`src/rtl/mips_pkg.sv`:
```
// Shared MIPS core definitions: op encodings and multiply/divide unit states.
package mips_pkg;

    typedef enum logic [1:0] {
        OP_MULT  = 2'd0,
        OP_MULTU = 2'd1,
        OP_DIV   = 2'd2,
        OP_DIVU  = 2'd3
    } md_op_e;

    typedef enum logic [1:0] {
        IDLE = 2'd0,
        RUN  = 2'd1,
        FIX  = 2'd2,
        DONE = 2'd3
    } mdu_state_e;

    function automatic logic is_signed_op(input md_op_e op);
        return (op == OP_MULT) || (op == OP_DIV);
    endfunction

    function automatic logic is_div_op(input md_op_e op);
        return (op == OP_DIV) || (op == OP_DIVU);
    endfunction

endpackage

```
`src/rtl/mdu_step.sv`:
```
// One radix-2 iteration: shift-add multiply or restoring subtract-shift divide.
module mdu_step #(
    parameter int unsigned WIDTH = 32
) (
    input  logic             is_div_i,
    input  logic [WIDTH-1:0] hi_i,
    input  logic [WIDTH-1:0] lo_i,
    input  logic [WIDTH-1:0] opnd_i,
    output logic [WIDTH-1:0] hi_o,
    output logic [WIDTH-1:0] lo_o
);

    logic [WIDTH:0] sum;
    logic [WIDTH:0] rem_sh;
    logic           ge;

    // Multiply: add multiplicand into upper half when LSB set, shift right.
    // Divide: shift {rem,quo} left, subtract divisor when it fits.
    always_comb begin
        sum    = '0;
        rem_sh = '0;
        ge     = 1'b0;
        hi_o   = hi_i;
        lo_o   = lo_i;
        if (is_div_i) begin
            rem_sh = {hi_i, lo_i[WIDTH-1]};
            ge     = (rem_sh >= {1'b0, opnd_i});
            hi_o   = ge ? WIDTH'(rem_sh - {1'b0, opnd_i}) : rem_sh[WIDTH-1:0];
            lo_o   = {lo_i[WIDTH-2:0], ge};
        end else begin
            sum  = {1'b0, hi_i} + (lo_i[0] ? {1'b0, opnd_i} : '0);
            hi_o = sum[WIDTH:1];
            lo_o = {sum[0], lo_i[WIDTH-1:1]};
        end
    end

endmodule

```
`src/rtl/mul_div_unit.sv`:
```
// Multi-cycle HI/LO multiply/divide unit with MTHI/MTLO access.
module mul_div_unit
    import mips_pkg::*;
#(
    parameter int unsigned WIDTH = 32
) (
    input  logic             clk,
    input  logic             rst,
    input  logic             start,
    input  logic [1:0]       op,
    input  logic [WIDTH-1:0] rs_val,
    input  logic [WIDTH-1:0] rt_val,
    input  logic             hi_we,
    input  logic             lo_we,
    input  logic [WIDTH-1:0] wdata,
    output logic             busy,
    output logic             done,
    output logic             div0,
    output logic [WIDTH-1:0] hi,
    output logic [WIDTH-1:0] lo
);

    localparam int unsigned CW = $clog2(WIDTH);

    mdu_state_e       state_q;
    logic [CW-1:0]    count_q;
    md_op_e           op_q;
    logic             sa_q, sb_q, dz_q;
    logic [WIDTH-1:0] rs_orig_q;
    logic [WIDTH-1:0] opnd_q;
    logic [WIDTH-1:0] acc_hi_q, acc_lo_q;
    logic [WIDTH-1:0] hi_q, lo_q;
    logic             busy_q, done_q, div0_q;

    md_op_e           op_in;
    logic             a_neg, b_neg, in_div;
    logic [WIDTH-1:0] abs_rs, abs_rt;
    logic [WIDTH-1:0] acc_lo_init, opnd_init;
    logic             accept;

    logic [WIDTH-1:0] step_hi, step_lo;
    logic [2*WIDTH-1:0] prod;
    logic [WIDTH-1:0] quo, rem;
    logic [WIDTH-1:0] hi_d, lo_d;

    mdu_step #(.WIDTH(WIDTH)) u_step (
        .is_div_i (is_div_op(op_q)),
        .hi_i     (acc_hi_q),
        .lo_i     (acc_lo_q),
        .opnd_i   (opnd_q),
        .hi_o     (step_hi),
        .lo_o     (step_lo)
    );

    // Operand preparation for a newly accepted operation.
    always_comb begin
        op_in       = md_op_e'(op);
        in_div      = is_div_op(op_in);
        a_neg       = is_signed_op(op_in) & rs_val[WIDTH-1];
        b_neg       = is_signed_op(op_in) & rt_val[WIDTH-1];
        abs_rs      = a_neg ? -rs_val : rs_val;
        abs_rt      = b_neg ? -rt_val : rt_val;
        acc_lo_init = in_div ? abs_rs : abs_rt;
        opnd_init   = in_div ? abs_rt : abs_rs;
        accept      = start & ~busy_q;
    end

    // Sign correction and divide-by-zero override applied in FIX.
    always_comb begin
        prod = {acc_hi_q, acc_lo_q};
        quo  = acc_lo_q;
        rem  = acc_hi_q;
        if (sa_q ^ sb_q) begin
            prod = -prod;
            quo  = -quo;
        end
        if (sa_q) begin
            rem = -rem;
        end
        if (is_div_op(op_q)) begin
            if (dz_q) begin
                hi_d = rs_orig_q;
                lo_d = '1;
            end else begin
                hi_d = rem;
                lo_d = quo;
            end
        end else begin
            hi_d = prod[2*WIDTH-1:WIDTH];
            lo_d = prod[WIDTH-1:0];
        end
    end

    // Control FSM, iteration datapath and HI/LO registers.
    always_ff @(posedge clk or posedge rst) begin
        if (rst) begin
            state_q   <= IDLE;
            count_q   <= '0;
            op_q      <= OP_MULT;
            sa_q      <= 1'b0;
            sb_q      <= 1'b0;
            dz_q      <= 1'b0;
            rs_orig_q <= '0;
            opnd_q    <= '0;
            acc_hi_q  <= '0;
            acc_lo_q  <= '0;
            hi_q      <= '0;
            lo_q      <= '0;
            busy_q    <= 1'b0;
            done_q    <= 1'b0;
            div0_q    <= 1'b0;
        end else begin
            done_q <= 1'b0;
            div0_q <= 1'b0;
            case (state_q)
                IDLE, DONE: begin
                    if (accept) begin
                        state_q   <= RUN;
                        busy_q    <= 1'b1;
                        count_q   <= '0;
                        op_q      <= op_in;
                        sa_q      <= a_neg;
                        sb_q      <= b_neg;
                        dz_q      <= in_div & (rt_val == '0);
                        rs_orig_q <= rs_val;
                        opnd_q    <= opnd_init;
                        acc_hi_q  <= '0;
                        acc_lo_q  <= acc_lo_init;
                    end else begin
                        state_q <= IDLE;
                        if (hi_we) hi_q <= wdata;
                        if (lo_we) lo_q <= wdata;
                    end
                end
                RUN: begin
                    acc_hi_q <= step_hi;
                    acc_lo_q <= step_lo;
                    count_q  <= count_q + 1'b1;
                    if (count_q == CW'(WIDTH - 1)) begin
                        state_q <= FIX;
                    end
                end
                FIX: begin
                    hi_q    <= hi_d;
                    lo_q    <= lo_d;
                    done_q  <= 1'b1;
                    div0_q  <= dz_q;
                    busy_q  <= 1'b0;
                    state_q <= DONE;
                end
                default: begin
                    state_q <= IDLE;
                    busy_q  <= 1'b0;
                end
            endcase
        end
    end

    assign busy = busy_q;
    assign done = done_q;
    assign div0 = div0_q;
    assign hi   = hi_q;
    assign lo   = lo_q;

endmodule

```
`config.mk`:
```
export PLATFORM = sky130hd
export DESIGN_NAME = mul_div_unit
export DESIGN_NICKNAME = d
export VERILOG_FILES = /design/src/rtl/mips_pkg.sv /design/src/rtl/mdu_step.sv /design/src/rtl/mul_div_unit.sv
export SDC_FILE = /design/constraint.sdc
export NUM_CORES = 1
export LEC_CHECK = 0
export CAP_MARGIN = 15
export CORE_AREA = 2 2 133 232
export CTS_CLUSTER_DIAMETER = 200
export DETAILED_ROUTE_END_ITERATION = 6
export DIE_AREA = 0 0 135 234
export PLACE_DENSITY = 0.81
export SLEW_MARGIN = 20
export SYNTH_ARGS = -nofsm -noshare
export SYNTH_HDL_FRONTEND = slang
export SYNTH_SLANG_ARGS = --single-unit
```
`constraint.sdc`:
```
create_clock -name clk -period 9.4 [get_ports clk]
set_input_delay 2.35 -clock clk [delete_from_list [all_inputs] [get_ports clk]]
set_output_delay 2.35 -clock clk [all_outputs]
set_load 0.005 [all_outputs]
```
# After elaboration in Yosys (flattened, before gate mapping)
# Cells that the tools add are included.
# word_totals
regBits	207
inputBits	103
output_inout_bits	67
# classes
n_addsub	8
order_cmp	1
n_eq_ne	13
muxes	34
bitwise	6
n_reduce_logical	14
# op_table
operator	n
$mux W32	20
$pmux W32 S2	4
$neg A32 Y32	4
$mux W64	1
$neg A64 Y64	1
$add A32 B32 Y33	1
$ge A33 B32 Y1	1
$logic_not A32 Y1	1
$sub A32 B32 Y32	1
$eq A2 B2 Y1 const B	6
$ne A2 B2 Y1 const B	5
$pmux W5 S2	1
$pmux W2 S3	1
$reduce_and A2 Y1	3
$reduce_and A3 Y1	2
$add A5 B1 Y5 const B	1
$eq A5 B5 Y1 const B	1
$mux W5	1
$and A1 B1 Y1	4
$logic_not A2 Y1	2
$mux W1	4
$reduce_bool A2 Y1	2
$logic_or A1 B1 Y1	3
$eq A2 B1 Y1 const B	1
5 further kinds	5

# Logic depth before layout (Yosys ltp)
# Gate-level depths: netlist of the first run.
# depth
depth_word	7
ltp_mapped	14
depth_no_buf	13

# By module
# From an unflattened synthesis of the first run, not the netlist that was laid out.
# hier_totals
cells_unflattened	2404
hier_area_um2	18297.5
# modules_own_cells
mod	n_inst	cells_per_inst	area_each_um2	seq_area_each_um2
mul_div_unit	1	1703	13569.3	5154.9
mdu_step	1	701	4728.3	0.0

# Worst setup path before layout of the first run
# OpenSTA, ideal clock, no wires.
# synth_path
path_type	in2reg
from	input rs_val[1]
to	register acc_lo_q[28]
setup_time_ps	149
arrival_time_ps	4724
required_ps	9251
path_slack_ps	4526
stages	11
n_path_buf	0
cell_sequence	inv_1 -> ha_1 -> or3b_2 -> or4_1 -> and2b_1 -> nand3b_1 -> o41ai_1 -> xor2_1 -> nand2_1 -> o211ai_1 -> o311ai_0
# synth_between
elab_chain_cells	5
# synth_lines
element	line_no	rtl
start: declaration	mul_div_unit.sv:11	input logic [WIDTH-1:0] rs_val,
$neg A32 Y32	mul_div_unit.sv:61	abs_rs = a_neg ? -rs_val : rs_val;
$mux W32	mul_div_unit.sv:61	
$mux W32	mul_div_unit.sv:63	acc_lo_init = in_div ? abs_rs : abs_rt;
$mux W32	mul_div_unit.sv:117	if (accept) begin
$pmux W32 S2	mul_div_unit.sv:115	case (state_q)
end signal: assignment	mul_div_unit.sv:128	acc_lo_q <= acc_lo_init;
end signal: assignment	mul_div_unit.sv:137	acc_lo_q <= step_lo;
end: declaration	mul_div_unit.sv:31	logic [WIDTH-1:0] acc_hi_q, acc_lo_q;
# Every way passes these cells. The select of a mux whose other input is x is not followed.
# A chain may end at the register's enable or synchronous reset.

# Worst setup path after layout of the first run
# layout_path
from	input rs_val[0]
to	register acc_lo_q[28]
# Same word-level chain as after synthesis.

==> impl_metrics.csv, run 1 <==
group,metric,value,unit
setup_path,cp-endpoint,"acc_lo_q[28]",
timing,hold_violations,0,
setup_path,worst-setup-path-type,"in2reg",
detailed_routing,drt_wl_total,70600,um
detailed_routing,drtIter0Drc,1499,
finish,stdcell_area,19900,um2
finish,nNetsFinal,2488,
yosys,ys_async_sr_fraction,100,%
timing,setup_viol,0,
pwr,ir_drop,0.346,mV
floorplan,die_w,135,um
yosys,synth_xor_area_share,9.24,%
finish,most-common-layout-cells,"260 x nand2_1, 239 x nor2_1, 238 x a21oi_1, 216 x o21ai_0, 205 x dfrtp_1",
clocking,cts_max_path_buffers,3,
finish,syn_to_final_growth,14.9,%
yosys,ys.warnings.count,0,
yosys,ys_ff_latch,206,
yosys,syn_inst,2251,
place,portBuffers,169,
yosys,synth_fp_nets,2428,
clocking,tritoncts,"yes",
clocking,insertion_delay,0.54,ns
setup_path,worstPathRequired,9.78,ns
floorplan,fp-row-count,84,
timing,relSlewSlack,26.3,%
worst_hold_path,hold_start,"lo[9]",
timing,skew,0.0125,ns
clocking,cts_resized,0,
timing,setup-tns-final,0,ns
detailed_routing,wl_per_cell,26.0,um
floorplan,fp.dieH,234,um
yosys,synthAdderAreaFrac,5.42,%
detailed_routing,met3_wirelength,5660,um
clocking,clock-root-buffer,"clkbuf_16",
pwr,p_per_area,454,nW/um2
timing,max_freq,187,MHz
global_routing,antenna_found_initial,1,
worst_hold_path,hold_class,"reg2reg",
detailed_routing,drt-vias-per-instance,6.62,
yosys,synth_top_family_by_area,"compound AO/OA/AOI/OAI gates",
setup_path,worstPathArrival,5.71,ns
yosys,muxShareOfSynthArea,5.84,%
place,post-dp-hpwl,53100,um
finish,layout_commonest_cell,"nand2_1",
clocking,cts-htree-levels,1,
timing,period_share,56.8,%
global_routing,grt_pass1_wl,105000,um
floorplan,ios,170,
yosys,synth_edf_count,0,
setup_path,crit_path_start_kind,"input port",
timing,finalCriticalPeriod,5.34,ns
setup_path,cp_max_fo,7,
detailed_routing,route.met2.wl,33600,um
yosys,synth_simple_gate_area_share,19.3,%
place,placed_cell_area,19200,um2
floorplan,floorplan.core_area,29800,um2
global_routing,grt_max_degree,100,
detailed_routing,topRoutingLayerUsed,"met4",
setup_path,r2r_slack,4.50,ns
pwr,leakage,8.53,nW
floorplan,start_util,58.1,%
detailed_routing,drtAntennaViolNets,0,
clocking,cts_sinks,206,
global_routing,grt_overflow,0,
timing,drv_slew,0,
flow_run,maxCapViolations,0,
yosys,yosysSeqAreaShare,29.7,%
finish,diodes,0,
yosys,syn_area_per_cell,7.71,um2
clocking,post_cts_buffers,0,
timing,tightest_slew,1.10,ns
detailed_routing,m1WireLength,24000,um
clocking,cts_buffers,22,
setup_path,endpoint_kind,"flop",
detailed_routing,vias,18000,
clocking,cts_hold_buf,0,
yosys,ys_types,84,
yosys,synth_compound_area_share,25.5,%
yosys,netlist_area,17300,um2
setup_path,r2r_end,"acc_hi_q[30]",
yosys,synthFlopType,"dfrtp_1",
clocking,worst_setup_hold_path_clk_slew,0.06,ns
detailed_routing,firstDrtPassIters,6,
global_routing,first_global_vias,17400,
finish,drive_gt1_share,6.54,%
timing,rsz0062_at_grt,"false",
outcome,status,"finished, final reports clean",
global_routing,grt.total_usage,44.1,%
detailed_routing,drc,0,
setup_path,reg2reg_from,"acc_lo_q[0]",
setup_path,r2r_cells,13,
setup_path,worstSetupStartpoint,"rs_val[0]",
floorplan,die_area,31600,um2
place,gp_congestion,1.03,
-- through the flow --
step	instances	hold slack [ns]	total power (W)	utilization [%]	setup slack [ns]
after CTS	2712	0.483	0.00882	66.8	4.10
after floorplan	2251	0.439	0.00588	-	1.43
after detailed placement	2674	0.469	0.00784	64.2	3.63
final	2712	0.478	0.00905	66.8	4.06
after global routing	2712	0.497	0.00961	66.8	3.80
after global placement	2674	0.457	0.00772	64.2	3.65
-- sequential cells by signal (all words and copies together), names as in the netlist, 2 cells and up --
name,flops
rs_orig_q,32
acc_hi_q,32
acc_lo_q,32
lo,32
count_q,5
state_q,2
hi,32
opnd_q,32
-- worst max-delay path: stages --
cell             delay [ns]
clkdlybuf4s50_1        0.49
inv_1                  0.11
ha_1                   0.16
or3b_2                 0.48
or4_1                  0.44
and2b_1                0.32
nand3b_1               0.28
o41ai_1                0.46
xor2_1                 0.26
nand2_1                0.08
o211ai_1               0.12
o311ai_0               0.15
-- worst min-delay path by stage --
stage                             to  slack [ns]  cells after the start
after floorplan           opnd_q[30]        0.44                      2
after global placement    count_q[4]        0.46                      2
after detailed placement       lo[9]        0.47                      2
after CTS                      lo[9]        0.48                      2
after global routing          lo[16]        0.50                      2
final                          lo[9]        0.48                      2
-- cell families after synthesis --
group / Yosys count
and+or+nand+nor: 731
AOI/OAI and AO/OA: 733
buffers and inverters: 229
xor gates and xnor gates: 183
adders and majority gates: 74
DFF: 206
muxes: 95
-- final cells by class --
class | count | area, um2
clock inverters | 11 | 156
well taps | 387 | 484
flip-flops and latches | 206 | 5160
fillers | 2650 | 9910
multi-input cells | 1816 | 11400
inverters | 75 | 289
repair buffers | 190 | 1840
clock buffers | 27 | 621
-- Yosys cell counts (all sizes together), types with 5 or more instances --
cell type	number	area share (%)
nand2	262	5.7
a21oi	239	6.9
nor2	239	5.2
o21ai	220	6.4
dfrtp	206	30
clkbuf	128	2.8
xnor2	110	5.6
inv	75	1.6
xor2	73	3.7
ha	72	5.2
mux2	50	3.2
mux2i	45	2.6
nor3	42	1.2
o22ai	36	1.3
a211oi	32	1.4
nand3	31	0.89
a21o	28	1.2
a31oi	27	0.97
buf	26	0.66
o31ai	25	1.1
and3	22	0.79
nand2b	22	0.79
o211ai	21	0.91
nor4	18	0.72
or3	15	0.60
o21a	14	0.61
or4	14	0.63
nand4	12	0.43
nor2b	12	0.43
o41ai	12	0.65
and2	11	0.40
o311ai	10	0.50
or2	9	0.32
a32o	7	0.40
a22o	6	0.31
a21boi	5	0.22
a221o	5	0.29
a22oi	5	0.22
nand3b	5	0.22
nor4b	5	0.32
o21bai	5	0.22
-- power breakdown --
part / switching (W) / total [W] / internal (W) / leakage (nW)
logic: 0.00375 / 0.00611 / 0.00236 / 5.60
clock network: 0.000407 / 0.000964 / 0.000558 / 0.377
registers: 0.000665 / 0.00197 / 0.00131 / 2.55
-- metal layers --
layer	vias up	global-route usage [%]
li1	8149	-
met1	8501	47.5
met2	988	74.4
met3	317	8.63
met4	0	36.5
met5	-	0
Note: power is estimated with default switching activity, not from simulation.
==> run 2: changes to the inputs <==
- clock period: 9.4 -> 5.1 ns (I/O delays scaled with it)
==> impl_metrics.csv, run 2 (same netlist as run 1, synthesis figures left out) <==
group,metric,value,unit
floorplan,floorplan.core_area,29800,um2
worst_hold_path,hold_class,"reg2reg",
detailed_routing,drc,1,
finish,most-common-layout-cells,"260 x nand2_1, 239 x nor2_1, 238 x a21oi_1, 216 x o21ai_0, 205 x dfrtp_1",
global_routing,grt_pass1_wl,104000,um
setup_path,r2r_slack,0.75,ns
worst_hold_path,hold_start,"lo[17]",
clocking,cts_resized,0,
setup_path,r2r_cells,11,
place,gp_congestion,1.07,
global_routing,grt_overflow,0,
clocking,cts-htree-levels,1,
clocking,tritoncts,"yes",
timing,setup-tns-final,0,ns
clocking,worst_setup_hold_path_clk_slew,0.07,ns
global_routing,grt_max_degree,92,
global_routing,first_global_vias,17400,
finish,finish.utilization,67.3,%
setup_path,endpoint_kind,"flop",
detailed_routing,drt-vias-per-instance,6.68,
timing,max_freq,230,MHz
floorplan,fp.dieH,234,um
finish,nNetsFinal,2511,
floorplan,ios,170,
setup_path,max_stage_delay,0.64,ns
pwr,p_per_area,825,nW/um2
detailed_routing,vias,18300,
global_routing,antenna_found_initial,2,
setup_path,crit_path_start_kind,"flop",
timing,skew,0.0179,ns
place,post-dp-hpwl,54100,um
setup_path,r2r_end,"acc_hi_q[28]",
clocking,cts_hold_buf,0,
setup_path,worstPathRequired,5.55,ns
floorplan,die_w,135,um
floorplan,fp-row-count,84,
setup_path,worst-setup-path-type,"reg2reg",
clocking,cts_max_path_buffers,3,
clocking,insertion_delay,0.55,ns
pwr,ir_drop,0.543,mV
timing,relSlewSlack,25.2,%
floorplan,start_util,58.1,%
place,portBuffers,169,
pwr,leakage,8.62,nW
timing,hold_violations,0,
detailed_routing,firstDrtPassIters,7,
timing,finalCriticalPeriod,4.35,ns
timing,period_share,85.2,%
setup_path,cp_common_cell,"nor2b_1",
outcome,status,"finished with violations",
clocking,post_cts_buffers,0,
finish,layout_commonest_cell,"nand2_1",
worst_hold_path,hold_depth,2,
setup_path,cp_max_fo,20,
detailed_routing,drtIter0Drc,1718,
clocking,cts_buffers,22,
outcome,violations,"design-rule violations",
floorplan,die_area,31600,um2
setup_path,reg2reg_from,"opnd_q[1]",
setup_path,path_cells,"inv_1 -> ha_1 -> nor2b_1 -> o21bai_1 -> a21oi_1 -> o21ai_0 -> nand3_1 -> a21o_1 -> and2_1 -> nor2b_1 -> o31ai_1",
timing,setup_viol,0,
detailed_routing,wl_per_cell,25.9,um
detailed_routing,drt_wl_total,70800,um
timing,rsz0062_at_grt,"false",
timing,tightest_slew,1.12,ns
detailed_routing,drtAntennaViolNets,0,
finish,register_area,5160,um2
setup_path,cpMaxStageDelayCell,"a21o_1",
clocking,clock-root-buffer,"clkbuf_16",
worst_hold_path,hold_end,"lo[17]",
global_routing,grt.total_usage,44.0,%
flow_run,maxCapViolations,0,
finish,nFillCells,2653,
finish,drive_gt1_share,7.28,%
timing,drv_slew,0,
setup_path,worstPathArrival,4.80,ns
finish,syn_to_final_growth,15.8,%
clocking,cts_sinks,206,
finish,multiInputGateArea,11400,um2
[run 2: changes by cell type in the layout (fill, tap and decap cells not counted), sizes merged]
| cell | change |
|---|---|
| buf | +23 |
| bufinv | -2 |
| clkbuf | +2 |
| clkinv | +2 |
| inv | -2 |
| clkinvlp | +1 |
| diode | +1 |
[run 2: how the worst max path moves through the flow]
| stage | from | endpoint | slack, ns | depth (start not counted) |
|---|---|---|---|---|
| after floorplan | rst | acc_hi_q[0] | 1.15 | 1 |
| after global placement | rs_val[0] | acc_lo_q[28] | 0.44 | 12 |
| after CTS | acc_lo_q[0] | acc_hi_q[30] | 0.81 | 15 |
| after detailed placement | rs_val[0] | acc_lo_q[28] | 0.31 | 12 |
| after global routing | rs_val[0] | acc_lo_q[28] | 0.62 | 12 |
| final | opnd_q[1] | acc_hi_q[28] | 0.75 | 11 |
[run 2: layer usage]
metal,up-vias,wire length [um],track usage (%)
li1,8209,-,-
met1,8567,23100,45.7
met2,1107,33600,73.7
met3,388,5830,8.37
met4,2,8360,41.9
met5,-,13,0
[run 2: power breakdown]
group          internal [W]  leakage (nW)  switching, W
clock              0.000891         0.339      0.000757
combinational       0.00443          5.72       0.00695
sequential          0.00241          2.55       0.00114
[run 2: critical path, delay by kind of cell (launching register included)]
family	cells	cell delay, ns
flip-flops	1	0.57
buffers and inverters	1	0.15
AO/OA/AOI/OAI	5	2.10
adder cells (fa/ha/maj)	1	0.33
AND/OR/NAND/NOR	4	1.11
[run 2: cell type report]
type,instances,share of cell area [%]
repair buffers,213,10.3
flip-flops and latches,206,25.7
clock buffers,29,2.97
diodes,1,0.0125
well taps,387,2.41
multi-input cells,1816,56.7
inverters,75,1.42
clock inverters,10,0.548
[run 2: stage by stage]
stage               instance area [um2]  power (W)  hold slack [ns]  setup WS [ns]  cells
floorplan                         17400     0.0108            0.439           1.15   2251
global placement                  19400     0.0143            0.457          0.439   2697
detailed placement                19400     0.0145            0.470          0.311   2697
CTS                               20100     0.0162            0.485          0.814   2736
global route                      20100     0.0176            0.501          0.623   2737
finish                            20100     0.0166            0.480          0.753   2737
